==> src/rtl/run_launcher.sv <==
// run_launcher: queues CPU start addresses, launches each run with a one-cycle start pulse and
// reports start address and cycle count per run. Define RUN_TIMEOUT_EN to abort hung runs.
module run_launcher #(
  parameter int DEPTH   = 4,
  parameter int ADDR_W  = 8,
  parameter int CNT_W   = 15,
  parameter int TIMEOUT = 20000
) (
  input  logic              clock_i,
  input  logic              reset_ni,
  input  logic              req_valid_i,
  input  logic [ADDR_W-1:0] req_addr_i,
  output logic              req_ready_o,
  input  logic              go_i,
  output logic              start_o,
  output logic [ADDR_W-1:0] start_addr_o,
  input  logic              done_i,
  output logic              res_valid_o,
  output logic [ADDR_W-1:0] res_addr_o,
  output logic [CNT_W-1:0]  res_cycles_o,
  output logic              res_timeout_o,
  output logic              busy_o,
  output logic              all_done_o
);
  localparam int PTR_W = $clog2(DEPTH);
  localparam int OCC_W = PTR_W + 1;

  typedef enum logic [2:0] {S_IDLE, S_LAUNCH, S_ARM, S_RUN, S_REPORT} state_e;

  state_e            state_q, state_d;
  logic [ADDR_W-1:0] mem_q [DEPTH];
  logic [PTR_W-1:0]  wr_ptr_q, wr_ptr_d, rd_ptr_q, rd_ptr_d;
  logic [OCC_W-1:0]  occ_q, occ_d;
  logic [CNT_W-1:0]  cnt_q, cnt_d;
  logic              start_q, start_d;
  logic [ADDR_W-1:0] addr_q, addr_d;
  logic              res_valid_q, res_valid_d;
  logic [ADDR_W-1:0] res_addr_q, res_addr_d;
  logic [CNT_W-1:0]  res_cycles_q, res_cycles_d;
  logic              res_to_q, res_to_d;
  logic              busy_q, busy_d;
  logic              all_done_q, all_done_d;
  logic              push, pop, timed_out;

  function automatic logic [CNT_W-1:0] sat_inc(input logic [CNT_W-1:0] c);
    return (&c) ? c : c + CNT_W'(1);
  endfunction

`ifdef RUN_TIMEOUT_EN
  assign timed_out = (cnt_q >= CNT_W'(TIMEOUT));
`else
  assign timed_out = 1'b0;
`endif

  assign req_ready_o = (occ_q != OCC_W'(DEPTH));

  always_comb begin
    state_d      = state_q;
    cnt_d        = cnt_q;
    start_d      = 1'b0;
    addr_d       = addr_q;
    res_valid_d  = 1'b0;
    res_addr_d   = res_addr_q;
    res_cycles_d = res_cycles_q;
    res_to_d     = res_to_q;
    all_done_d   = 1'b0;
    unique case (state_q)
      S_IDLE: begin
        if (go_i) begin
          if (occ_q != '0) state_d = S_LAUNCH;
          else             all_done_d = 1'b1;
        end
      end
      S_LAUNCH: begin
        cnt_d   = sat_inc(cnt_q);
        state_d = S_ARM;
      end
      // A done level left over from the previous run must drop before RUN may finish.
      S_ARM: begin
        cnt_d = sat_inc(cnt_q);
        if (timed_out)    state_d = S_REPORT;
        else if (!done_i) state_d = S_RUN;
      end
      S_RUN: begin
        cnt_d = sat_inc(cnt_q);
        if (done_i || timed_out) state_d = S_REPORT;
      end
      S_REPORT: state_d = (occ_q != '0) ? S_LAUNCH : S_IDLE;
      default:  state_d = S_IDLE;
    endcase

    push     = req_valid_i && req_ready_o;
    pop      = (state_d == S_LAUNCH);
    occ_d    = occ_q + OCC_W'(push) - OCC_W'(pop);
    wr_ptr_d = wr_ptr_q + PTR_W'(push);
    rd_ptr_d = rd_ptr_q + PTR_W'(pop);

    if (pop) begin
      start_d = 1'b1;
      addr_d  = mem_q[rd_ptr_q];
      cnt_d   = '0;
    end
    // all_done must coincide with the result, so it looks at occupancy after this edge.
    if (state_d == S_REPORT) begin
      res_valid_d  = 1'b1;
      res_addr_d   = addr_q;
      res_to_d     = timed_out && !(state_q == S_RUN && done_i);
      res_cycles_d = res_to_d ? CNT_W'(TIMEOUT) : cnt_q;
      all_done_d   = (occ_d == '0);
    end
    busy_d = (state_d != S_IDLE);
  end

  always_ff @(posedge clock_i or negedge reset_ni) begin
    if (!reset_ni) begin
      state_q      <= S_IDLE;
      wr_ptr_q     <= '0;
      rd_ptr_q     <= '0;
      occ_q        <= '0;
      cnt_q        <= '0;
      start_q      <= 1'b0;
      addr_q       <= '0;
      res_valid_q  <= 1'b0;
      res_addr_q   <= '0;
      res_cycles_q <= '0;
      res_to_q     <= 1'b0;
      busy_q       <= 1'b0;
      all_done_q   <= 1'b0;
    end else begin
      state_q      <= state_d;
      wr_ptr_q     <= wr_ptr_d;
      rd_ptr_q     <= rd_ptr_d;
      occ_q        <= occ_d;
      cnt_q        <= cnt_d;
      start_q      <= start_d;
      addr_q       <= addr_d;
      res_valid_q  <= res_valid_d;
      res_addr_q   <= res_addr_d;
      res_cycles_q <= res_cycles_d;
      res_to_q     <= res_to_d;
      busy_q       <= busy_d;
      all_done_q   <= all_done_d;
    end
  end

  // Queue storage holds data only, so it carries no reset.
  always_ff @(posedge clock_i) begin
    if (push) mem_q[wr_ptr_q] <= req_addr_i;
  end

  assign start_o       = start_q;
  assign start_addr_o  = addr_q;
  assign res_valid_o   = res_valid_q;
  assign res_addr_o    = res_addr_q;
  assign res_cycles_o  = res_cycles_q;
  assign res_timeout_o = res_to_q;
  assign busy_o        = busy_q;
  assign all_done_o    = all_done_q;
endmodule
==> config.mk <==
export PLATFORM = sky130hd
export DESIGN_NAME = run_launcher
export DESIGN_NICKNAME = d
export VERILOG_FILES = /design/src/rtl/run_launcher.sv
export SDC_FILE = /design/constraint.sdc
export NUM_CORES = 1
export LEC_CHECK = 0
export CORE_MARGIN = 2
export CORE_UTILIZATION = 40
export DETAILED_ROUTE_END_ITERATION = 7
export SYNTH_ARGS = -nofsm -noshare
export SYNTH_HDL_FRONTEND = slang
export SYNTH_SLANG_ARGS = --single-unit
==> constraint.sdc <==
create_clock -name clock_i -period 3.62 [get_ports clock_i]
set_clock_uncertainty 0.05 [all_clocks]
set_input_delay 0.543 -clock clock_i [delete_from_list [all_inputs] [get_ports clock_i]]
set_output_delay 0.543 -clock clock_i [all_outputs]
set_load 0.005 [all_outputs]
==> results.tsv, run 1 <==
metric	value	unit
status	finished clean	
launching point of the worst reg2reg path	occ_q[2]	
Routed WL per cell	14.7	um
CTS tree	yes	
DR iter-0 viols	104	
All-Layer GR Usage	15.1	%
die area	10100	um^2
measured slew at the worst slew-check pin	828	ps
Mapped Nets	330	
wirelength, routed	7090	um
PostCTS Resize Cnt	0	
clock sinks	92	
Worst setup EP type	register	
die width	101	um
ratio of cells with drive above 1 in the final layout	9.73	%
Slew Limit Fails	0	
Synth top area share	40.2	%
post-DP HPWL	4710	um
Setup-failing EPs final	0	
CP max FO	2	
Final nets	384	
first-pass GRT wire length	11700	um
Post-CTS Setup Repair Bufs	0	
total CTS buffers	9	
clock slew at reported path FFs	90	ps
Hold Fails Final Rpt	0	
dpl cells	465	
setup TNS	0	ps
Tightest Hold Check Type	in -> async	
Required @ worst endpoint	3810	ps
largest area contributor in the netlist	dfrtp_1	
via count	2419	
Peak Freq	379	MHz
DRC	0	
# rows	35	
Util after Layout	49.6	%
I/O Buffers	48	
H-tree depth	3	
PD cells	732	nW/um^2
I/O pin count	50	
die height	101	um
Starting Density	40.8	%
Yosys cell types	41	
Max Root-Sink Buffers	2	
Ys Warns	0	
First-pass DRT Iterations	4	
Post-Layout Cell Count	481	
Leakage	1.95	nW
Min Clock Period, post-route	2640	ps
antenna-violating nets left	0	
CP startpoint	go_i	
kind of critical path	in -> reg	
Max Cap Violations	0	
pin count of the biggest net entering global routing	38	
grt total ovfl	0	
Syn Inst Count	311	
synthesized area per cell	12.0	um^2
vias in the first global route	2312	
area of the multi-input gates	1170	um^2
sequential cell area fraction in the yosys report	66.0	%
ys async rst share	65.2	%
crit path launch type	primary input	
Post-synth EDFFs	32	
placer congestion estimate	0.787	
Fill cells	858	
Core ar.	9150	um^2
initial antenna violation count	0	
Arrival @ worst endpoint	2840	ps
post-synthesis cell area	3730	um^2
routed vias/inst	5.03	
Register Area	2460	um^2
unrepaired setup endpoints after global routing	false	
n_diodes	0	
Slew headroom	44.8	%
worst skew pair latency	350	ps
#FFs+latches synth	92	
Peak VDD IR	0.316	mV
Area Growth Syn to Fin	21.5	%
cts hold-fix bufs	0	
top cells by area, synth	dfrtp_1, edfxtp_1, nand2_1, mux4_2, ha_1	
Main synth FF type	dfrtp_1	
period utilization	72.9	%
root buf cell	clkbuf_8	
-- layer usage --
metal	vias to the layer above	part of all wire, %	global-route usage [%]
met5	-	0	0
met4	0	0.83	4.74
met3	4	4.1	4.51
met2	50	49	24.4
met1	1177	46	19.8
li1	1188	-	-
-- logic make-up after synthesis --
group / count (synthesis) / share of synthesized area, %
XOR/XNOR: 4 / 0.939
multiplexers: 10 / 5.36
buffers and inverters: 25 / 2.68
other: 1 / 0.100
flip-flops: 92 / 66.0
adder cells (fa/ha/maj): 6 / 2.21
AND/OR/NAND/NOR: 145 / 17.6
AO/OA/AOI/OAI: 28 / 5.13
-- worst max-delay path: stages --
cell	delay [ps]
clkdlybuf4s50_1	410
or2_2	280
nand3_1	100
clkinv_1	90
ha_1	290
inv_1	50
ha_1	130
inv_1	50
fa_1	370
xnor2_1	150
xnor2_1	150
o41ai_1	240
-- layout by cell type, fill, tap and decap left out, types with 3 or more instances in the layout --
cell,instances
nor2_1,5
nand4_1,4
nand3_1,7
nor3_1,5
clkinv_1,3
clkbuf_8,9
inv_1,10
and2_1,3
a21oi_1,6
clkdlybuf4s50_1,47
o31ai_1,6
nand2_1,99
or4_1,3
or3_1,5
o21ai_0,4
ha_1,5
dfrtp_1,60
o211ai_1,5
buf_4,9
edfxtp_1,32
and3_1,3
mux4_2,8
-- final timing paths --
| path | slack [ps] | to | cells after the start |
|---|---|---|---|
| max | 980 | all_done_o | 12 |
| min | 230 | res_cycles_o[5] | 1 |
| min in group clock_i | 430 | res_cycles_o[3] | 2 |
| max reg2reg | 1060 | all_done_o | 11 |
| min reg2reg | 430 | res_cycles_o[3] | 2 |
| max in group asynchronous | 2590 | wr_ptr_q[0] | 2 |
-- final cells by class --
class	instances	area share [%]
Tap cell	111	3.06
Inverter	11	0.910
Clock buffer	12	3.45
Clock inverter	4	0.497
Timing Repair Buffer	57	12.0
Multi-Input combinational cell	194	25.8
Sequential cell	92	54.3
-- report_power, final --
group | internal (mW) | switching [mW] | total, mW
Combinational | 0.578 | 0.469 | 1.05
Clock | 0.288 | 0.349 | 0.637
Sequential | 1.39 | 0.242 | 1.64
Total | 2.26 | 1.06 | 3.32
-- synthesized netlist by cell type (6+ instances only) --
cell type   n
o31ai_1     6
a21oi_1     6
clkbuf_1   11
inv_1      10
mux4_2      8
nand2_1    99
edfxtp_1   32
dfrtp_1    60
nand3_1     7
-- sequential cells by signal, summed over array words and instances, names as in the netlist --
| register | cells |
|---|---|
| mem_q | 32 |
| all_done_o | 1 |
| busy_o | 1 |
| cnt_q | 15 |
| rd_ptr_q | 2 |
| state_q | 3 |
| res_valid_o | 1 |
| occ_q | 3 |
| start_o | 1 |
| start_addr_o | 8 |
| res_cycles_o | 15 |
| wr_ptr_q | 2 |
| res_addr_o | 8 |
-- stage by stage --
stage	total power [mW]	area (um^2)	setup slack (ps)	hold WS, ps
CTS	3.37	4540	977	252
finish	3.32	4540	979	231
global placement	2.70	4360	661	407
detailed placement	2.73	4360	621	413
floorplan	2.18	3730	598	197
global route	3.56	4540	774	288
Power figures use the tool's default switching activity.
==> run 2: changes to the inputs <==
Clock period 3.62 ns to 2.1 ns, I/O delays scaled along.
==> run 2 against run 1 <==
  * The flow now finishes with violations (setup timing)
  * Sequential share of layout area is 2.3 points lower
  * Clock-buffer cell count is 2 lower
  * Register-to-register slack worse by 1300 ps
  * Wire length is 3.4% higher
  * Non-clock buffer count is 15 higher
  * Clock power is 68% higher
  * Sequential power is 70% higher
  * Hold slack better by 200 ps
  * Final cell count is 3.1% higher
==> results.tsv, run 2 (synthesis results as in run 1) <==
metric	value	unit	change
most common library cell in the layout ignoring fill and taps	nand2_1		unchanged
n_diodes	0		unchanged
Peak Freq	425	MHz	
CP max FO	2		unchanged
routed vias/inst	4.96		was 5.03
placer congestion estimate	0.794		was 0.787
Required @ worst endpoint	2310	ps	was 3810 ps
vias in the first global route	2546		was 2312
Routed WL per cell	14.8	um	was 14.7 um
Slew Limit Fails	0		unchanged
Slew headroom	63.7	%	was 44.8%
wirelength, routed	7330	um	was 7090 um
post-DP HPWL	5060	um	was 4710 um
Cell Chain, Critical Path	or3_4 > nand3_4 > clkinv_4 > ha_4 > inv_2 > ha_4 > inv_2 > fa_2 > inv_2 > o41ai_2		was clkdlybuf4s50_1 > or2_2 > nand3_1 > clkinv_1 > ha_1 > inv_1 > ha_1 > inv_1 > fa_1 > xnor2_1 > xnor2_1 > o41ai_1
Peak VDD IR	0.504	mV	was 0.316 mV
GRT Max-Usage Layer	met2		unchanged
WHS	430	ps	was 231 ps
First-pass DRT Iterations	4		unchanged
dpl cells	479		was 465
worst skew pair latency	360	ps	was 350 ps
Max Cap Violations	0		unchanged
Area Growth Syn to Fin	26.9	%	was 21.5%
max reg flops	32		unchanged
CP max-delay cell	fa_2		was clkdlybuf4s50_1
Starting Density	40.8	%	unchanged
root buf cell	clkbuf_8		unchanged
DR iter-0 viols	127		was 104
Post-Layout Cell Count	496		was 481
total CTS buffers	9		unchanged
grt total ovfl	0		unchanged
Tightest Hold Check Type	in -> async		unchanged
grt met2 use	26.8	%	was 24.4%
die height	101	um	unchanged
I/O Buffers	48		unchanged
Max Root-Sink Buffers	2		unchanged
Crit path largest cell delay	530	ps	was 410 ps
Final nets	399		was 384
pin count of the biggest net entering global routing	61		was 38
largest register by flop count	mem_q		unchanged
Leakage	2.04	nW	was 1.95 nW
Worst setup EP type	register		unchanged
DRC	0		unchanged
Arrival @ worst endpoint	2560	ps	was 2840 ps
clock slew at reported path FFs	90	ps	about the same
GR met3 Demand/Resource	2.84	%	was 4.51%
ratio of cells with drive above 1 in the final layout	16.9	%	was 9.73%
I/O pin count	50		unchanged
via count	2459		was 2419
antenna-violating nets left	0		unchanged
cell mode on critical path	inv_2		
most frequent cells in the layout	nand2_1, dfrtp_1, clkdlybuf4s50_1		unchanged
PD cells	1270	nW/um^2	was 732 nW/um^2
grt met1 use	20.6	%	was 19.8%
Hold Fails Final Rpt	0		unchanged
unrepaired setup endpoints after global routing	true		was false
first-pass GRT wire length	12400	um	was 11700 um
crit path launch type	register		was primary input
Setup-failing EPs final	2		was 0
status	finished with violations		was finished clean
measured slew at the worst slew-check pin	545	ps	was 828 ps
Min Clock Period, post-route	2350	ps	
CP top delay family	adder cells		unchanged
Post-CTS Setup Repair Bufs	0		unchanged
All-Layer GR Usage	16.0	%	was 15.1%
die area	10100	um^2	unchanged
CP Buf/Inv Count	4		unchanged
clock sinks	92		unchanged
kind of critical path	reg -> reg		was in -> reg
pre-CTS worst setup slack	-610	ps	was 621 ps
CTS tree	yes		unchanged
Core ar.	9150	um^2	unchanged
worst setup margin	-251	ps	was 979 ps
# rows	35		unchanged
failing checks	setup timing		
initial antenna violation count	0		unchanged
die width	101	um	unchanged
Fill cells	820		was 858
period utilization	112	%	
H-tree depth	3		unchanged
==> run 2: cell types whose count changed in the layout (fill, tap and decap cells not counted), moves of 2 or more <==
cell      delta
clkinv_1     -3
buf_12       +2
ha_1         -2
buf_4       +12
clkinv_4     +3
ha_4         +2
inv_1        -3
inv_2        +3
==> run 2: cell type report <==
cell class	instances	area (um^2)	area share (%)
clock inverter	6	48.8	1.03
sequential	92	2460	52.0
timing repair buffer	72	683	14.4
tap	111	139	2.93
multi-input combinational	194	1230	26.0
inverter	11	46.3	0.977
clock buffer	10	128	2.69
==> run 2: metrics by stage <==
stage	setup TNS (ps)	utilization, %	power, mW	cell area [um^2]
6_report	-372	51.8	6.03	4740
5_1_grt	-566	51.8	6.49	4740
4_1_cts	-384	51.8	6.13	4740
3_5_place_dp	-1230	49.7	5.01	4550
3_3_place_gp	-1120	49.7	4.93	4550
2_1_floorplan	-934	-	3.89	3810
==> run 2: final timing paths <==
kind	from	to	slack, ps	cells past startpoint
worst max-delay path	occ_q[1]	all_done_o	-250	10
worst min-delay path	reset_ni	res_cycles_o[5]	430	3
worst max register to register	occ_q[1]	all_done_o	-250	10
worst min register to register	res_cycles_o[6]	res_cycles_o[6]	430	2
max in group asynchronous	reset_ni	occ_q[1]	1270	3
min in group clock_i	res_cycles_o[6]	res_cycles_o[6]	430	2
==> run 2: power by group <==
group / internal (mW) / leakage (nW) / switching (mW) / total, mW
logic: 1.21 / 0.887 / 0.962 / 2.17
registers: 2.40 / 1.07 / 0.385 / 2.79
clock network: 0.439 / 0.0791 / 0.634 / 1.07
==> run 2: layer usage <==
layer | up-vias | wire (um)
met5 | - | 0
met4 | 0 | 122
met3 | 10 | 204
met2 | 39 | 3640
met1 | 1192 | 3360
li1 | 1218 | -
==> run 2: worst register-to-register path, delay by kind of cell, from the launching register on <==
| family | cells | cell delay, ps |
|---|---|---|
| DFF | 1 | 420 |
| and+or+nand+nor | 2 | 460 |
| AOI/OAI and AO/OA | 1 | 290 |
| buffers and inverters | 4 | 190 |
| adders and majority gates | 3 | 850 |
==> run 2: what timing repair did <==
action / CTS / global route
pin swaps: 4 / 0
setup endpoints to repair: 2 / 3
cloned: 0 / 0
hold buffers: 1 / 0
resized for setup: 2 / 0
endpoints found under the hold margin: 60 / 0
